### src/rtl/riscv_ahb_biu.sv
// AHB3-Lite master bus interface for the RISC-V memory access buffer.
// Two-entry pipeline: address-phase register A and data-phase register D.
//
// err state | meaning
// ERR_IDLE  | normal operation
// ERR_PEND  | first ERROR cycle seen, waiting for the HREADY=1 second cycle
module riscv_ahb_biu #(
    parameter int         PLEN      = 64,
    parameter int         XLEN      = 64,
    parameter logic [3:0] HPROT_VAL = 4'b0011
) (
    input  logic            clk_i,
    input  logic            rst_ni,

    input  logic            biu_stb_i,
    output logic            biu_stb_ack_o,
    input  logic [PLEN-1:0] biu_adr_i,
    input  logic [2:0]      biu_size_i,
    input  logic            biu_we_i,
    input  logic [XLEN-1:0] biu_d_i,
    output logic [XLEN-1:0] biu_q_o,
    output logic            biu_ack_o,
    output logic            biu_err_o,

    output logic            HSEL,
    output logic [PLEN-1:0] HADDR,
    output logic [XLEN-1:0] HWDATA,
    output logic            HWRITE,
    output logic [2:0]      HSIZE,
    output logic [2:0]      HBURST,
    output logic [3:0]      HPROT,
    output logic [1:0]      HTRANS,
    output logic            HMASTLOCK,
    input  logic [XLEN-1:0] HRDATA,
    input  logic            HREADY,
    input  logic            HRESP
);

    localparam logic [1:0] HTRANS_IDLE   = 2'b00;
    localparam logic [1:0] HTRANS_NONSEQ = 2'b10;

    typedef enum logic {
        ERR_IDLE,
        ERR_PEND
    } err_state_e;

    err_state_e err_state_q, err_state_d;

    logic            a_valid_q, a_valid_d;
    logic [PLEN-1:0] a_adr_q,   a_adr_d;
    logic [2:0]      a_size_q,  a_size_d;
    logic            a_we_q,    a_we_d;
    logic [XLEN-1:0] a_wdata_q, a_wdata_d;

    logic            d_valid_q, d_valid_d;
    logic            d_we_q,    d_we_d;

    logic [XLEN-1:0] hwdata_q,  hwdata_d;
    logic [1:0]      htrans_q,  htrans_d;
    logic            hsel_q,    hsel_d;

    logic            ack_q,     ack_d;
    logic            err_q,     err_d;
    logic [XLEN-1:0] rdata_q,   rdata_d;

    logic            err_pend;
    logic            drop_a;
    logic            stb_ack;
    logic            a_adv;
    logic            d_done;

    assign a_adv   = a_valid_q & HREADY;
    assign d_done  = d_valid_q & HREADY;
    assign stb_ack = rst_ni & biu_stb_i & (~a_valid_q | HREADY) & ~err_pend;

    // Error FSM: state register
    always_ff @(posedge clk_i) begin
        if (!rst_ni) begin
            err_state_q <= ERR_IDLE;
        end else begin
            err_state_q <= err_state_d;
        end
    end

    // Error FSM: next state
    always_comb begin
        err_state_d = err_state_q;
        if (err_state_q == ERR_IDLE) begin
            if (d_valid_q & HRESP & ~HREADY) begin
                err_state_d = ERR_PEND;
            end
        end else if (d_done) begin
            err_state_d = ERR_IDLE;
        end
    end

    // Error FSM: outputs
    always_comb begin
        err_pend = (err_state_q == ERR_PEND);
        drop_a   = (err_state_q == ERR_IDLE) & d_valid_q & HRESP & ~HREADY;
    end

    always_comb begin
        a_valid_d = a_valid_q;
        a_adr_d   = a_adr_q;
        a_size_d  = a_size_q;
        a_we_d    = a_we_q;
        a_wdata_d = a_wdata_q;
        d_valid_d = d_valid_q;
        d_we_d    = d_we_q;
        hwdata_d  = hwdata_q;
        rdata_d   = rdata_q;

        if (a_adv) begin
            a_valid_d = 1'b0;
        end
        if (stb_ack) begin
            a_valid_d = 1'b1;
            a_adr_d   = biu_adr_i;
            a_size_d  = biu_size_i;
            a_we_d    = biu_we_i;
            a_wdata_d = biu_d_i;
        end
        // The slave's first ERROR cycle cancels whatever sits in the address phase.
        if (drop_a) begin
            a_valid_d = 1'b0;
        end

        if (d_done) begin
            d_valid_d = 1'b0;
        end
        if (a_adv) begin
            d_valid_d = 1'b1;
            d_we_d    = a_we_q;
            if (a_we_q) begin
                hwdata_d = a_wdata_q;
            end
        end

        htrans_d = a_valid_d ? HTRANS_NONSEQ : HTRANS_IDLE;
        hsel_d   = a_valid_d;

        ack_d = d_done & ~HRESP;
        err_d = d_done & HRESP;
        if (d_done & ~HRESP & ~d_we_q) begin
            rdata_d = HRDATA;
        end
    end

    always_ff @(posedge clk_i) begin
        if (!rst_ni) begin
            a_valid_q <= 1'b0;
            a_adr_q   <= '0;
            a_size_q  <= '0;
            a_we_q    <= 1'b0;
            a_wdata_q <= '0;
            d_valid_q <= 1'b0;
            d_we_q    <= 1'b0;
            hwdata_q  <= '0;
            htrans_q  <= HTRANS_IDLE;
            hsel_q    <= 1'b0;
            ack_q     <= 1'b0;
            err_q     <= 1'b0;
            rdata_q   <= '0;
        end else begin
            a_valid_q <= a_valid_d;
            a_adr_q   <= a_adr_d;
            a_size_q  <= a_size_d;
            a_we_q    <= a_we_d;
            a_wdata_q <= a_wdata_d;
            d_valid_q <= d_valid_d;
            d_we_q    <= d_we_d;
            hwdata_q  <= hwdata_d;
            htrans_q  <= htrans_d;
            hsel_q    <= hsel_d;
            ack_q     <= ack_d;
            err_q     <= err_d;
            rdata_q   <= rdata_d;
        end
    end

    assign biu_stb_ack_o = stb_ack;
    assign biu_ack_o     = ack_q;
    assign biu_err_o     = err_q;
    assign biu_q_o       = rdata_q;

    assign HSEL      = hsel_q;
    assign HADDR     = a_adr_q;
    assign HWDATA    = hwdata_q;
    assign HWRITE    = a_we_q;
    assign HSIZE     = a_size_q;
    assign HTRANS    = htrans_q;
    assign HBURST    = 3'b000;
    assign HPROT     = HPROT_VAL;
    assign HMASTLOCK = 1'b0;

endmodule

### config.mk
export PLATFORM = sky130hd
export DESIGN_NAME = riscv_ahb_biu
export DESIGN_NICKNAME = d
export VERILOG_FILES = /design/src/rtl/riscv_ahb_biu.sv
export SDC_FILE = /design/constraint.sdc
export NUM_CORES = 1
export LEC_CHECK = 0
export CAP_MARGIN = 20
export CORE_AREA = 2 2 159 161
export DETAILED_ROUTE_END_ITERATION = 10
export DIE_AREA = 0 0 161 163
export GPL_TIMING_DRIVEN = 0
export PLACE_DENSITY = 0.83
export SLEW_MARGIN = 25
export SYNTH_ARGS = -nofsm -noshare
export SYNTH_HDL_FRONTEND = slang
export SYNTH_SLANG_ARGS = --single-unit
### constraint.sdc
create_clock -name clk_i -period 3.2 [get_ports clk_i]
set_clock_uncertainty 0.1 [all_clocks]
set_input_delay 0.64 -clock clk_i [delete_from_list [all_inputs] [get_ports clk_i]]
set_output_delay 0.64 -clock clk_i [all_outputs]
set_load 0.05 [all_outputs]
### After elaboration in Yosys (flattened, before gate mapping)

Index checks and enable logic that the tools add are counted.

* shift operators: 0
* reduce and logical (&&, ||, !) cells: 2
* bitwise gates (word level): 19
* $lt $le $gt $ge: 0
* multiplexer cells: 9
* multiply operators: 0
* add/subtract/negate cells: 0
* div/mod/pow operators: 0
* eq/ne operators: 0

Operators with widths (number)
* $and 1x1->1: 13
* $mux 1: 8
* $not 1->1: 5
* $mux 2: 1
* $reduce_and 2->1: 1
* $reduce_bool 2->1: 1
* $or 1x1->1: 1

* memory bits (read-only): 0
* logic and storage cells: 43
* memories: 0
* register bits: 268
* input port bits: 201
* bits in latches: 0
* bits in writable memories: 0

### Depth between registers and ports, before layout

Gate-level depths: netlist (run 1).

* word-level depth: 7
* mapped depth: 6
* gate-level depth less buffers: 3

### Worst setup path after synthesis (run 1)

No wires, ideal clock.

* path type: input -> output
* start point: input port biu_stb_i
* end point: output port biu_stb_ack_o
* buffers on the path: 3
* data required time: 2460 ps
* setup slack: 685 ps
* stages on the path: 6
* data arrival time: 1775 ps
* path through: nor2b_1 nor2b_1 buf_4 buf_6 buf_6 and2_1

* word-level cells in the longest chain between the ends: 3

RTL lines
* from (decl): RTL line 15 `input logic biu_stb_i,`
* $and 1x1->1 (3 in series): RTL line 74 `assign stb_ack = rst_ni & biu_stb_i & (~a_valid_q | HREADY) & ~err_pend;`
* to (decl): RTL line 16 `output logic biu_stb_ack_o,`

No other way between the ends.

### Worst setup path after layout (run 1)

Same ends and word-level chain as after synthesis.

==> results by group, run 1 <==
Synth
  • Top cell type's share of synthesized area: 0.541
  • Main combinational cell family by area after synthesis: simple AND/OR/NAND/NOR gates
  • Adder-Cell Fraction of Synth Area: 0
  • Most area-hungry cell type in the Yosys netlist: dfxtp_1
  • Post-synthesis cell area: about 9800 µm²
  • Synth cell types: 20
  • Simple-gate area share of the yosys netlist: 0.199
  • Cells after Synth: 1111
  • Syn Area/Cell: 8.86 µm²
  • Post-synthesis mux area share: 0.134
  • Synth area leaders: dfxtp_1 54%, mux2i_1 13%, nand2_1 13%, nand3_1 6.6%, o21ai_0 6.3%
  • Synth Register Bits: 266
  • Ys Warns: 0
  • Seq/Total Area, Yosys: 0.541
  • Compound-cell area share of the yosys netlist: 0.0689
  • Post-synthesis xor/xnor area fraction: 0

Pwr
  • Power per cell area: 534 nW/µm²
  • Leakage: between 5 and 6 nW
  • Logic pwr share: 0.145
  • Switching Fraction: 0.259
  • P_int: roughly 6 mW
  • Worst IR Drop VDD: 0.367 mV
  • Sequential power share: 0.430
  • P_sw: 2.11 mW
  • Clk pwr share: 0.426

Clock network
  • CTS HTree Levels: 1
  • Reg clk slew, reported paths: 0.06 ns
  • CTS tree: built
  • CTS buffer count: 27
  • CTS max path bufs: 3
  • Worst-Skew Late Latency: 0.54 ns
  • Clock Sinks: between 200 and 300
  • Clk root buf: clkbuf_16

Drt
  • 1st-iter DRT viols: 460
  • Final ANT Viol Nets: 0
  • Total number of vias: 9478
  • Post-route DRC: 0
  • First drt pass iteration count: 5
  • Drt wl/cell: 17.6 µm
  • Via-per-instance ratio: 4.99
  • Total detailed-routing wirelength: 33400 µm

Global route
  • All-Layer GR Usage: 0.243
  • Vias in the first global route: ~9500
  • Grt ovf: 0
  • Largest net degree at the start of global routing: 16
  • Initial antenna violation count: 1
  • First-pass GRT wire length: 50700 µm

Setup path
  • Crit-path max cell delay: between 0.4 and 0.5 ns
  • Critical Path, Cell by Cell: clkdlybuf4s50_1 > nor2b_1 > nor2b_1 > buf_4 > buf_6 > buf_6 > and2_1 > buf_4
  • R2R depth: 4
  • CP required: 2.46 ns
  • Reg2Reg Launch Point: HTRANS[1]$_SDFF_PP0_
  • Crit path max-delay family: buffers and inverters
  • CP Max Fanout: 10
  • Crit path depth: 8
  • Critical path endpoint category: primary output
  • Worst Path Arrival: 2.32 ns
  • Setup crit start kind: input port
  • Bufs and invs on worst path: 5
  • R2r endpoint: HWDATA[21]$_SDFFE_PN0P_
  • Crit path kind: in -> out
  • Slowest cell on the critical path: clkdlybuf4s50_1
  • R2r setup slk: 1.29 ns

Layout
  • Synthesis-to-layout area growth: 55.2%
  • Commonest non-fill, non-tap cells in the layout: 398 x clkdlybuf4s50_1, 334 x nand2_1, 266 x dfxtp_1
  • Share of cells above drive strength 1: 0.0606
  • NumNets Final: 1748
  • Area of all placed cells without fillers: 15300 µm²
  • Most common cell after layout, fill and taps aside: clkdlybuf4s50_1

Outcome
  • Outcome: complete, no violations

Timing
  • Worst-Margin Slew: about 0.64 ns
  • Crit share post-route: 0.956
  • Hold slack: between 0.3 and 0.4 ns
  • Final setup viols: 0
  • Slew margin rel.: 0.572
  • Final critical-path required period: approximately 3 ns
  • FMAX: 327 MHz
  • Final Max Slew Viols: 0
  • RSZ-0062 raised after global routing: false
  • Final Hold Fails: 0

Worst hold path
  • Worst Hold Path EP: HADDR[42]$_SDFFE_PN0P_
  • Worst Hold Class: reg -> reg
  • Worst hold start: HADDR[42]$_SDFFE_PN0P_
  • Hold Path Cell Cnt: 2

Place
  • RePlAce Congestion: 0.870
  • DP Area: 14300 µm²
  • Port Buf Inserts: 400
  • Dpl hpwl: 24600 µm

Floorplanning
  • Die area: 26200 µm²
  • Core Rows: 58
  • Die Wd: 161 µm
  • Die Y: 163 µm
  • Ports: roughly 400
  • Starting Density: 0.399
  • Core Area: 24700 µm²

Run
  • Max-cap violations: 0
## synthesized netlist by cell type
library cell,instances
and2_1,1
nor2b_1,3
nor2_1,2
a21oi_1,1
mux2i_1,132
o21ai_0,124
nand2_1,334
buf_2,20
nand4bb_1,1
nor3b_1,1
buf_6,9
conb_1,2
buf_1,15
o21ai_1,6
clkbuf_1,43
nand3_1,129
a21boi_0,3
buf_4,18
nand2b_1,1
dfxtp_1,266
## cell families (layout without fill, tap and decap cells)
| family | after synthesis | in the layout |
|---|---|---|
| AO/OA/AOI/OAI | 134 | 134 |
| buffers and inverters | 105 | 555 |
| AND/OR/NAND/NOR | 472 | 472 |
| other | 2 | 10 |
| multiplexers | 132 | 132 |
| flip-flops | 266 | 266 |
## worst max-delay path by stage
| stage | from | to | slack [ns] |
|---|---|---|---|
| finish | biu_stb_i | biu_stb_ack_o | 0.14 |
| global route | biu_stb_i | biu_stb_ack_o | 0.02 |
| CTS | HREADY | biu_stb_ack_o | 0.02 |
| detailed placement | HREADY | biu_stb_ack_o | -0.58 |
| global placement | HREADY | biu_stb_ack_o | -0.56 |
| floorplan | biu_stb_i | biu_stb_ack_o | 0.68 |
## power groups by stage
stage          clock network [mW]  logic (mW)  registers [mW]
2_1_floorplan                   0       0.399            3.82
3_3_place_gp                    0        1.16            3.57
3_5_place_dp                    0        1.17            3.58
4_1_cts                      3.51        1.18            3.50
5_1_grt                      3.66        1.25            3.51
6_report                     3.47        1.18            3.50
## worst min-delay path, stage by stage (launching register included)
cell     delay, ns
dfxtp_1       0.31
nand2_1       0.05
mux2i_1       0.05
## layer usage
| layer | routed length, µm | up-vias | track usage |
|---|---|---|---|
| met3 | 2550 | 83 | 0.0616 |
| li1 | - | 4547 | - |
| met5 | 0 | - | 0 |
| met4 | 1240 | 0 | 0.0909 |
| met2 | 16500 | 379 | 0.444 |
| met1 | 13100 | 4469 | 0.273 |
## repair_timing
action	in CTS	in global routing
hold buffers	0	0
endpoints found under the setup margin	1	1
gates resized for setup	6	1
buffers inserted	0	0
pin swaps	0	0
## per-stage QoR
| step | TNS, ns | std cells | power [mW] | setup WS, ns | utilization |
|---|---|---|---|---|---|
| after floorplan | 0 | 1118 | 4.22 | 0.685 | - |
| after global placement | -0.558 | 1848 | 4.73 | -0.558 | 0.579 |
| after detailed placement | -0.581 | 1848 | 4.75 | -0.581 | 0.579 |
| after CTS | 0 | 1898 | 8.20 | 0.0220 | 0.619 |
| after global routing | 0 | 1899 | 8.42 | 0.0208 | 0.619 |
| final | 0 | 1899 | 8.15 | 0.139 | 0.619 |
## layout make-up
type | instances | area [µm²]
antenna | 1 | 2.50
buffer | 105 | 554
clock buffer | 35 | 756
clock inverter | 15 | 230
fill | 2065 | 9400
multi-input combinational | 747 | 3990
sequential | 266 | 5330
tap | 330 | 413
timing repair buffer | 400 | 4000
## registers in the layout (all words and copies together), names as in the netlist
register	cells
biu_err_o	1
a_wdata_q	64
biu_ack_o	1
HSIZE	3
HWDATA	64
HTRANS	1
d_valid_q	1
biu_q_o	64
d_we_q	1
HADDR	64
HWRITE	1
err_pend	1
Power figures use the tool's default switching activity.
==> inputs of run 2 (changes only) <==
--- a/config.mk
+++ b/config.mk
@@ -11,7 +11,7 @@
 export DIE_AREA = 0 0 161 163
 export GPL_TIMING_DRIVEN = 0
 export PLACE_DENSITY = 0.83
-export SLEW_MARGIN = 25
+export SLEW_MARGIN = 20
 export SYNTH_ARGS = -nofsm -noshare
 export SYNTH_HDL_FRONTEND = slang
 export SYNTH_SLANG_ARGS = --single-unit
==> constraint.sdc (replaced) <==
create_clock -name clk_i -period 3.35 [get_ports clk_i]
set_clock_uncertainty 0.1 [all_clocks]
set_input_delay 0.67 -clock clk_i [delete_from_list [all_inputs] [get_ports clk_i]]
set_output_delay 0.67 -clock clk_i [all_outputs]
set_load 0.05 [all_outputs]
==> run 2 against run 1 <==
Non-clock buffer count is the same. First-iteration DRC count unchanged. Via count did not move. Critical endpoint unchanged. Cell area about the same. Global-route usage stayed put.
==> results by group, run 2 (synthesis gave the netlist of run 1 again) <==
Place
  • Setup WS pre-CTS: -0.491 ns
  • RePlAce Congestion: 0.870
  • Dpl hpwl: 24600 µm
  • DP Area: 14300 µm²
  • Port Buf Inserts: 400
  • Placed Cells: 1848

Clock network
  • Reg clk slew, reported paths: 0.06 ns
  • CTS buffer count: 27
  • Cts hold-fix bufs: 0
  • Clk root buf: clkbuf_16
  • CTS tree: built
  • CTS HTree Levels: 1
  • CTS max path bufs: 3
  • Worst-Skew Late Latency: 0.54 ns
  • Post-CTS setup buffer count: 0
  • Clock Sinks: 266

Timing
  • Slew margin rel.: 0.572
  • Final Max Slew Viols: 0
  • FMAX: 314 MHz
  • Crit share post-route: 0.950
  • RSZ-0062 raised after global routing: false
  • Final Hold Fails: 0
  • Final setup viols: 0
  • Worst-Margin Slew: 0.640 ns
  • Hold slack: ~0.35 ns
  • Final critical-path required period: 3.18 ns
  • TNS Setup: 0 ns
  • Final setup margin: roughly 0.17 ns

Layout
  • Synthesis-to-layout area growth: 55.2%
  • Layout fillers: about 2100
  • Most common cell after layout, fill and taps aside: clkdlybuf4s50_1
  • Commonest non-fill, non-tap cells in the layout: 398 x clkdlybuf4s50_1, 334 x nand2_1, 266 x dfxtp_1
  • Final core utilization: 0.619
  • Share of cells above drive strength 1: 0.0606
  • Finished Layout Cells: 1899
  • Area of all placed cells without fillers: 15300 µm²
  • NumNets Final: 1748

Floorplanning
  • Die area: 26200 µm²
  • Die Y: approximately 160 µm
  • Core Area: 24700 µm²
  • Ports: 411
  • Die Wd: 161 µm
  • Core Rows: 58
  • Starting Density: 0.399

Setup path
  • Slowest cell on the critical path: clkdlybuf4s50_1
  • Setup crit start kind: input port
  • Worst Path Arrival: 2.41 ns
  • Crit path kind: in -> out
  • Crit-path max cell delay: 0.45 ns
  • CP required: 2.58 ns
  • Critical path endpoint category: primary output
  • Crit path max-delay family: buffers and inverters
  • Critical Path, Cell by Cell: clkdlybuf4s50_1 > nor2b_1 > nor2b_1 > buf_4 > buf_6 > buf_6 > and2_1 > buf_2
  • CP Max Fanout: 10
  • Bufs and invs on worst path: 5

Global route
  • Initial antenna violation count: 1
  • All-Layer GR Usage: 0.243
  • Largest net degree at the start of global routing: 16
  • Vias in the first global route: 9488
  • Grt ovf: 0
  • First-pass GRT wire length: 50700 µm

Run
  • Max-cap violations: 0

Drt
  • Post-route DRC: 0
  • Total number of vias: roughly 9500
  • 1st-iter DRT viols: between 400 and 500
  • First drt pass iteration count: 5
  • Final ANT Viol Nets: 0
  • Drt wl/cell: between 15 and 20 µm
  • Total detailed-routing wirelength: 33400 µm
  • Via-per-instance ratio: between 4 and 5

Pwr
  • Leakage: 5.97 nW
  • Power per cell area: between 500 and 600 nW/µm²
  • Tot Pwr: 7.79 mW
  • Worst IR Drop VDD: 0.351 mV

Outcome
  • Outcome: complete, no violations

Worst hold path
  • Worst Hold Class: reg -> reg
[run 2: repair_timing]
action / 4_1_cts / 5_1_grt
pin swaps: 0 / 0
resized for setup: 5 / 1
endpoints found under the setup margin: 1 / 1
hold endpoints to repair: 0 / 0
[run 2: worst paths after layout]
kind	startpoint	end	slack, ns	cells past startpoint
worst max-delay path	biu_stb_i	biu_stb_ack_o	0.17	8
worst min register to register	HADDR[42]$_SDFFE_PN0P_	HADDR[42]$_SDFFE_PN0P_	0.35	2
worst min-delay path	HADDR[42]$_SDFFE_PN0P_	HADDR[42]$_SDFFE_PN0P_	0.35	2
worst max register to register	HTRANS[1]$_SDFF_PP0_	HWDATA[21]$_SDFFE_PN0P_	1.44	4
[run 2: power breakdown]
| group | internal, mW | switching (mW) | leakage [nW] |
|---|---|---|---|
| Clock | 1.99 | 1.32 | 0.478 |
| Sequential | 3.29 | 0.0580 | 2.17 |
| Combinational | 0.488 | 0.637 | 3.33 |
[run 2: cell type report]
type | instances | area [µm²] | area share
flip-flops and latches | 266 | 5330 | 0.349
repair buffers | 400 | 4000 | 0.262
multi-input cells | 747 | 3990 | 0.261
clock buffers | 35 | 756 | 0.0495
plain buffers | 105 | 554 | 0.0363
well taps | 330 | 413 | 0.0270
clock inverters | 15 | 230 | 0.0151
diodes | 1 | 2.50 | 0.000164
[run 2: worst register-to-register path, stage by stage, from the launching register on]
cell and delay (ns):
dfxtp_1 0.41, nand3_1 0.19, clkbuf_1 0.46, clkbuf_1 0.41
o21ai_0 0.19
[run 2: routing by layer]
layer  global-route usage  part of all wire  vias to the layer above
met2                0.444              0.49                      379
met3               0.0616             0.076                       83
met5                    0                 0                        -
met4               0.0909             0.037                        0
li1                     -                 -                     4547
met1                0.273              0.39                     4469
